**src/rtl/msg_padder_if.sv**
```systemverilog
// rtl/msg_padder_if.sv - message/word handshake bundle for msg_padder
//
// Purpose: groups the message-input and padded-word-output signals of
// msg_padder. The master modport is the side that supplies messages and
// consumes words. The slave modport is the padder itself.
// Signals:
//   start, msg_length, byte_valid, byte_in  message request and byte stream into the padder
//   w_ready                                 downstream accept for padded words
//   w_valid, w_data, w_index                padded block word out
//   block_done, busy                        block status out
//   len_error                               oversize-length pulse (MSG_PADDER_LEN_CHECK_EN only)
// Optional feature macro: MSG_PADDER_LEN_CHECK_EN
interface msg_padder_if #(
    parameter int LEN_W = 7
);
    logic             start;
    logic [LEN_W-1:0] msg_length;
    logic             byte_valid;
    logic [7:0]       byte_in;
    logic             w_ready;
    logic             w_valid;
    logic [31:0]      w_data;
    logic [3:0]       w_index;
    logic             block_done;
    logic             busy;
`ifdef MSG_PADDER_LEN_CHECK_EN
    logic             len_error;

    modport master (
        output start, msg_length, byte_valid, byte_in, w_ready,
        input  w_valid, w_data, w_index, block_done, busy, len_error
    );
    modport slave (
        input  start, msg_length, byte_valid, byte_in, w_ready,
        output w_valid, w_data, w_index, block_done, busy, len_error
    );
`else
    modport master (
        output start, msg_length, byte_valid, byte_in, w_ready,
        input  w_valid, w_data, w_index, block_done, busy
    );
    modport slave (
        input  start, msg_length, byte_valid, byte_in, w_ready,
        output w_valid, w_data, w_index, block_done, busy
    );
`endif
endinterface

```
**src/rtl/msg_padder.sv**
```systemverilog
// rtl/msg_padder.sv - single-block SHA-style message padder
//
// Purpose: collects up to MAX_MESSAGE_LENGTH bytes and then emits one padded
// 512-bit block as 16 big-endian 32-bit words. The 0x80 marker follows the
// message, zero fill comes next, and the 64-bit bit length goes in words 14..15.
// Ports:
//   clock_i   single rising-edge clock
//   reset_ni  asynchronous active-low reset
//   bus       msg_padder_if.slave (message in, padded words out, status)
// Optional feature macro: MSG_PADDER_LEN_CHECK_EN. When it is defined,
// oversize lengths are rejected with a len_error pulse. Otherwise they are
// saturated to MAX_MESSAGE_LENGTH.
module msg_padder #(
    parameter int MAX_MESSAGE_LENGTH = 55,
    parameter int LEN_W              = $clog2(MAX_MESSAGE_LENGTH) + 1
) (
    input  logic          clock_i,
    input  logic          reset_ni,
    msg_padder_if.slave   bus
);
    localparam int               BUF_AW  = (MAX_MESSAGE_LENGTH > 1) ? $clog2(MAX_MESSAGE_LENGTH) : 1;
    localparam logic [LEN_W-1:0] MAX_LEN = LEN_W'(MAX_MESSAGE_LENGTH);

    typedef enum logic [1:0] {
        S_IDLE,
        S_COLLECT,
        S_EMIT
    } state_t;

    state_t           state_q, state_d;
    logic [LEN_W-1:0] len_q, len_d;
    logic [LEN_W-1:0] cnt_q, cnt_d;
    logic [3:0]       idx_q, idx_d;
    logic             done_q, done_d;
    logic             buf_we;
    logic [7:0]       buf_q [MAX_MESSAGE_LENGTH];
    logic [31:0]      word;
    logic [5:0]       bi;
`ifdef MSG_PADDER_LEN_CHECK_EN
    logic             len_err_q, len_err_d;
`endif

    always_ff @(posedge clock_i or negedge reset_ni) begin
        if (!reset_ni) begin
            state_q   <= S_IDLE;
            len_q     <= '0;
            cnt_q     <= '0;
            idx_q     <= '0;
            done_q    <= 1'b0;
`ifdef MSG_PADDER_LEN_CHECK_EN
            len_err_q <= 1'b0;
`endif
        end else begin
            state_q   <= state_d;
            len_q     <= len_d;
            cnt_q     <= cnt_d;
            idx_q     <= idx_d;
            done_q    <= done_d;
`ifdef MSG_PADDER_LEN_CHECK_EN
            len_err_q <= len_err_d;
`endif
        end
    end

    // The message buffer needs no reset. Bytes are only read below len_q,
    // and every one of them is written again after each start.
    always_ff @(posedge clock_i) begin
        if (buf_we) begin
            buf_q[cnt_q[BUF_AW-1:0]] <= bus.byte_in;
        end
    end

    always_comb begin
        state_d   = state_q;
        len_d     = len_q;
        cnt_d     = cnt_q;
        idx_d     = idx_q;
        done_d    = 1'b0;
        buf_we    = 1'b0;
`ifdef MSG_PADDER_LEN_CHECK_EN
        len_err_d = 1'b0;
`endif
        case (state_q)
            S_IDLE: begin
                if (bus.start) begin
`ifdef MSG_PADDER_LEN_CHECK_EN
                    if (bus.msg_length > MAX_LEN) begin
                        len_err_d = 1'b1;
                    end else begin
                        state_d = S_COLLECT;
                        len_d   = bus.msg_length;
                        cnt_d   = '0;
                    end
`else
                    state_d = S_COLLECT;
                    len_d   = (bus.msg_length > MAX_LEN) ? MAX_LEN : bus.msg_length;
                    cnt_d   = '0;
`endif
                end
            end
            S_COLLECT: begin
                // An empty message arrives here already complete.
                // Otherwise the block leaves on the edge that stores the last byte.
                if (cnt_q == len_q) begin
                    state_d = S_EMIT;
                end else if (bus.byte_valid) begin
                    buf_we = 1'b1;
                    cnt_d  = cnt_q + 1'b1;
                    if (cnt_d == len_q) begin
                        state_d = S_EMIT;
                    end
                end
            end
            S_EMIT: begin
                if (bus.w_ready) begin
                    // The index wraps from 15 back to 0, ready for the next block.
                    idx_d = idx_q + 4'd1;
                    if (idx_q == 4'd15) begin
                        state_d = S_IDLE;
                        done_d  = 1'b1;
                    end
                end
            end
            default: state_d = S_IDLE;
        endcase
    end

    // Build the current word from the buffer. The buffer is stable in EMIT,
    // so the word holds while the downstream stalls.
    always_comb begin
        word = '0;
        bi   = '0;
        if (idx_q == 4'd15) begin
            word = 32'(len_q) << 3;
        end else if (idx_q != 4'd14) begin
            for (int k = 0; k < 4; k++) begin
                bi = {idx_q, 2'(k)};
                if (32'(bi) < 32'(len_q)) begin
                    word[31-8*k -: 8] = buf_q[bi[BUF_AW-1:0]];
                end else if (32'(bi) == 32'(len_q)) begin
                    word[31-8*k -: 8] = 8'h80;
                end
            end
        end
    end

    assign bus.w_valid    = (state_q == S_EMIT);
    assign bus.w_data     = (state_q == S_EMIT) ? word : 32'd0;
    assign bus.w_index    = idx_q;
    assign bus.block_done = done_q;
    assign bus.busy       = (state_q != S_IDLE);
`ifdef MSG_PADDER_LEN_CHECK_EN
    assign bus.len_error  = len_err_q;
`endif

endmodule

```
**src/flat_wrapper.sv**
```systemverilog
// flat-port wrapper written by rule: the top's interface ports become plain ports
module msg_padder_flat 
#(
    parameter int MAX_MESSAGE_LENGTH = 55,
    parameter int LEN_W              = $clog2(MAX_MESSAGE_LENGTH) + 1
)
  (clock_i, reset_ni, bus_start, bus_msg_length, bus_byte_valid, bus_byte_in, bus_w_ready, bus_w_valid, bus_w_data, bus_w_index, bus_block_done, bus_busy);
  msg_padder_if #(.LEN_W(LEN_W)) bus_i ();
  input  logic clock_i;
  input  logic reset_ni;
  input wire logic [$bits(bus_i.start)-1:0] bus_start;
  input wire logic [$bits(bus_i.msg_length)-1:0] bus_msg_length;
  input wire logic [$bits(bus_i.byte_valid)-1:0] bus_byte_valid;
  input wire logic [$bits(bus_i.byte_in)-1:0] bus_byte_in;
  input wire logic [$bits(bus_i.w_ready)-1:0] bus_w_ready;
  output wire logic [$bits(bus_i.w_valid)-1:0] bus_w_valid;
  output wire logic [$bits(bus_i.w_data)-1:0] bus_w_data;
  output wire logic [$bits(bus_i.w_index)-1:0] bus_w_index;
  output wire logic [$bits(bus_i.block_done)-1:0] bus_block_done;
  output wire logic [$bits(bus_i.busy)-1:0] bus_busy;
  assign bus_i.start = bus_start;
  assign bus_i.msg_length = bus_msg_length;
  assign bus_i.byte_valid = bus_byte_valid;
  assign bus_i.byte_in = bus_byte_in;
  assign bus_i.w_ready = bus_w_ready;
  assign bus_w_valid = bus_i.w_valid;
  assign bus_w_data = bus_i.w_data;
  assign bus_w_index = bus_i.w_index;
  assign bus_block_done = bus_i.block_done;
  assign bus_busy = bus_i.busy;
  msg_padder #(.MAX_MESSAGE_LENGTH(MAX_MESSAGE_LENGTH), .LEN_W(LEN_W)) u_core (.clock_i(clock_i), .reset_ni(reset_ni), .bus(bus_i));
endmodule
```
**config.mk**
```make
export PLATFORM = sky130hd
export DESIGN_NAME = msg_padder_flat
export DESIGN_NICKNAME = d
export VERILOG_FILES = /design/src/rtl/msg_padder_if.sv /design/src/rtl/msg_padder.sv /design/src/flat_wrapper.sv
export SDC_FILE = /design/constraint.sdc
export NUM_CORES = 1
export LEC_CHECK = 0
export CAP_MARGIN = 15
export CORE_MARGIN = 5
export CORE_UTILIZATION = 39
export CTS_CLUSTER_DIAMETER = 200
export DETAILED_ROUTE_END_ITERATION = 7
export PLACE_DENSITY = 0.56
export SLEW_MARGIN = 20
export SYNTH_ARGS = -nofsm -noshare
export SYNTH_HDL_FRONTEND = slang
export SYNTH_SLANG_ARGS = --single-unit
```
**constraint.sdc**
```tcl
create_clock -name clock_i -period 4.2 [get_ports clock_i]
set_clock_uncertainty 0.2 [all_clocks]
set_input_delay 0.42 -clock clock_i [delete_from_list [all_inputs] [get_ports clock_i]]
set_output_delay 0.42 -clock clock_i [all_outputs]
set_load 0.01 [all_outputs]
```
==> results.sh <==
export IMPL_status="complete, no violations"
export IMPL_tightest_slew_ns=1.04
export IMPL_cts_tree="yes"
export IMPL_mostFrequentLayoutCells="448 x edfxtp_1, 97 x mux4_2, 61 x buf_4"
export IMPL_setup_viol=0
export IMPL_slowest_delay_ns=0.63
export IMPL_p_per_area_nw_per_um2=546
export IMPL_crit_fanout=56
export IMPL_p_leak_nw=6.85
export IMPL_area_growth_syn_to_layout_pct=16.4
export IMPL_period_minus_slack_ns=4.06
export IMPL_diodes=0
export IMPL_async_flop_share_pct=4.48
export IMPL_clk_pin_slew_ns=0.06
export IMPL_ys_flop_type="edfxtp_1"
export IMPL_die_h_microns=231
export IMPL_row_count=80
export IMPL_clk_latency_ns=0.58
export IMPL_antenna_found_initial=0
export IMPL_grt_pass1_vias=10300
export IMPL_ios=59
export IMPL_worstRegToRegCells=5
export IMPL_syn_nets=1056
export IMPL_synth_seq_cells=469
export IMPL_hold_end="u_core.buf_q[27][3]$_DFFE_PP_"
export IMPL_htreeDepth=2
export IMPL_antenna_left=0
export IMPL_rr_endpoint="u_core.buf_q[36][0]$_DFFE_PP_"
export IMPL_layout_drive_gt1_share_pct=22.5
export IMPL_crit_path_top_delay_cell="buf_4"
export IMPL_cp_start_kind="flip-flop"
export IMPL_min_from="bus_byte_in[3]"
export IMPL_tns_ns=0
export IMPL_clk_path_buf_depth=3
export IMPL_yosysSeqAreaShare_pct=73.6
export IMPL_hpwl_microns=25800
export IMPL_worstPathRequired_ns=3.58
export IMPL_cts_buffers=48
export IMPL_hold_viol_final=0
export IMPL_drtIter0Drc=758
export IMPL_path_class="reg2out"
export IMPL_timing_fmax_ghz=0.246
export IMPL_drc_errors=0
export IMPL_syn_area_per_cell_sq_um=18.5
export IMPL_path_cells="buf_4, mux4_2, mux2i_1, nor2_1, a21oi_1, o32ai_2, clkdlybuf4s50_1"
export IMPL_peakVddDrop_mv=0.296
export IMPL_finalCritPeriodShare_pct=96.7
export IMPL_final_common_cell="edfxtp_1"
export IMPL_syn_cell_area_sq_um=19000
export IMPL_wl_microns=43800
export IMPL_dr_pass1_iters=5
export IMPL_fill_cells=4078
export IMPL_grt_overflow_total=0
export IMPL_grt_first_pass_wirelength_microns=66700
export IMPL_crit_start="u_core.bus.w_index[1]$_DFFE_PN0P_"
export IMPL_grt_start_max_net_pins=103
export IMPL_cts_sinks=469
export IMPL_reg2reg_from="u_core.len_q[1]$_DFFE_PN0P_"
export IMPL_crit_family="buffers and inverters"
export IMPL_regArea_sq_um=14000
export IMPL_slew_headroom_pct=30.9
export IMPL_crit_buf_inv=2
export IMPL_drv_cap=0
export IMPL_grt_usage_pct=16.6
export IMPL_die_area_sq_um=53200
export IMPL_fin_area_sq_um=22100
export IMPL_cts_root_buffer="clkbuf_16"
export IMPL_routabilityCongestion=0.779
export IMPL_initial_core_util_pct=39.6
export IMPL_placed_area_sq_um=20500
export IMPL_synthCells=1028
export IMPL_slew_violations=0
export IMPL_portBuffers=58
export IMPL_r2r_slack_ns=0.98
export IMPL_rsz0062_at_grt="false"
export IMPL_ys_warn_count=0
export IMPL_viasPerCell=5.45
export IMPL_wl_met1_microns=20100
export IMPL_core_region_area_sq_um=47900
export IMPL_synth_edf_count=448
export IMPL_synth_distinct_cells=51
export IMPL_met3_length_microns=1600
export IMPL_num_vias=9745
export IMPL_wl_met2_microns=21100
export IMPL_wl_per_cell_microns=24.5
export IMPL_hp_class="in2reg"
export IMPL_hold_depth=1
export IMPL_worstPathArrival_ns=3.44
export IMPL_die_w_microns=231
export IMPL_nNetsFinal=1163
export IMPL_end_kind="output pin"
export IMPL_highest_layer="met4"
export IMPL_multiInputGateArea_sq_um=4700
routing by layer:
layer / GRT usage, % / up-vias
li1: - / 4345
met1: 23.7 / 5153
met2: 26.7 / 182
met3: 2.83 / 65
met4: 4.44 / 0
met5: 0 / -
layout make-up:
cell class              instances  share of cell area, %
clock buffers                  62                   5.85
clock inverters                26                  0.962
inverters                      12                  0.204
multi-input cells             482                   21.2
flip-flops and latches        469                   63.3
well taps                     615                   3.48
repair buffers                122                   5.00
synthesized netlist by cell type, drive strengths merged, types with 2 or more instances:
cell	n	area, sq um
nor2	55	206
o22ai	2	12.5
clkbuf	29	109
mux2	7	78.8
a21oi	15	86.3
dfrtp	21	526
ha	8	100
mux2i	38	380
a21o	2	15.0
mux4	97	2180
nor2b	27	169
nand3b	6	45.0
nand2b	2	12.5
xnor2	4	35.0
xor2	9	78.8
buf	36	213
nand4b	4	35.0
nand2	50	188
edfxtp	448	13500
o21ai	37	185
nor3	23	130
or3b	3	26.3
a22o	6	52.6
inv	12	45.0
nand4	6	37.5
and2	2	12.5
o211ai	6	45.0
or3	2	12.5
a211oi	49	368
nand3	8	40.0
worst max path at each step:
| stage | end | slack, ns | cells past startpoint |
|---|---|---|---|
| global route | bus_w_data[24] | 0.03 | 7 |
| detailed placement | bus_w_data[27] | 0.48 | 7 |
| CTS | bus_w_data[25] | -0.05 | 7 |
| global placement | bus_w_data[27] | 0.49 | 7 |
| finish | bus_w_data[23] | 0.14 | 7 |
| floorplan | bus_w_data[16] | 0.79 | 12 |
repair_timing:
| action | CTS | global route |
|---|---|---|
| pin swaps | 0 | 1 |
| setup buffers | 0 | 1 |
| setup endpoints to repair | 13 | 17 |
| hold endpoints to repair | 0 | 21 |
| gates resized for setup | 5 | 6 |
| cloned | 1 | 0 |
| hold buffers | 0 | 1 |
sequential cells by signal, summed over array words and instances (netlist names):
name	flops
u_core.state_q	2
u_core.buf_q	448
u_core.bus.block_done	1
u_core.bus.w_index	4
u_core.len_q	7
u_core.cnt_q	7
power by group:
part | total [mW] | internal (mW) | switching, mW
registers | 5.43 | 5.30 | 0.130
clock network | 4.12 | 2.36 | 1.76
logic | 2.54 | 1.17 | 1.37
logic make-up after synthesis:
group,synth area share (%)
buffers and inverters,1.93
XOR/XNOR,0.599
multiplexers,13.9
adder cells (fa/ha/maj),0.527
AO/OA/AOI/OAI,4.52
flip-flops,73.6
AND/OR/NAND/NOR,4.96
per-stage QoR:
step | power (mW) | hold WS (ns) | instances | util [%] | worst slack [ns]
after floorplan | 7.34 | -0.0756 | 1028 | - | 0.785
after global placement | 8.02 | 0.411 | 1697 | 42.8 | 0.492
after detailed placement | 8.02 | 0.405 | 1697 | 42.8 | 0.483
after CTS | 12.2 | 0.0601 | 1786 | 46.0 | -0.0480
after global routing | 12.6 | 0.0712 | 1788 | 46.1 | 0.0282
final | 12.1 | 0.0896 | 1788 | 46.1 | 0.140
No activity file was read; power rests on OpenSTA's default activity.
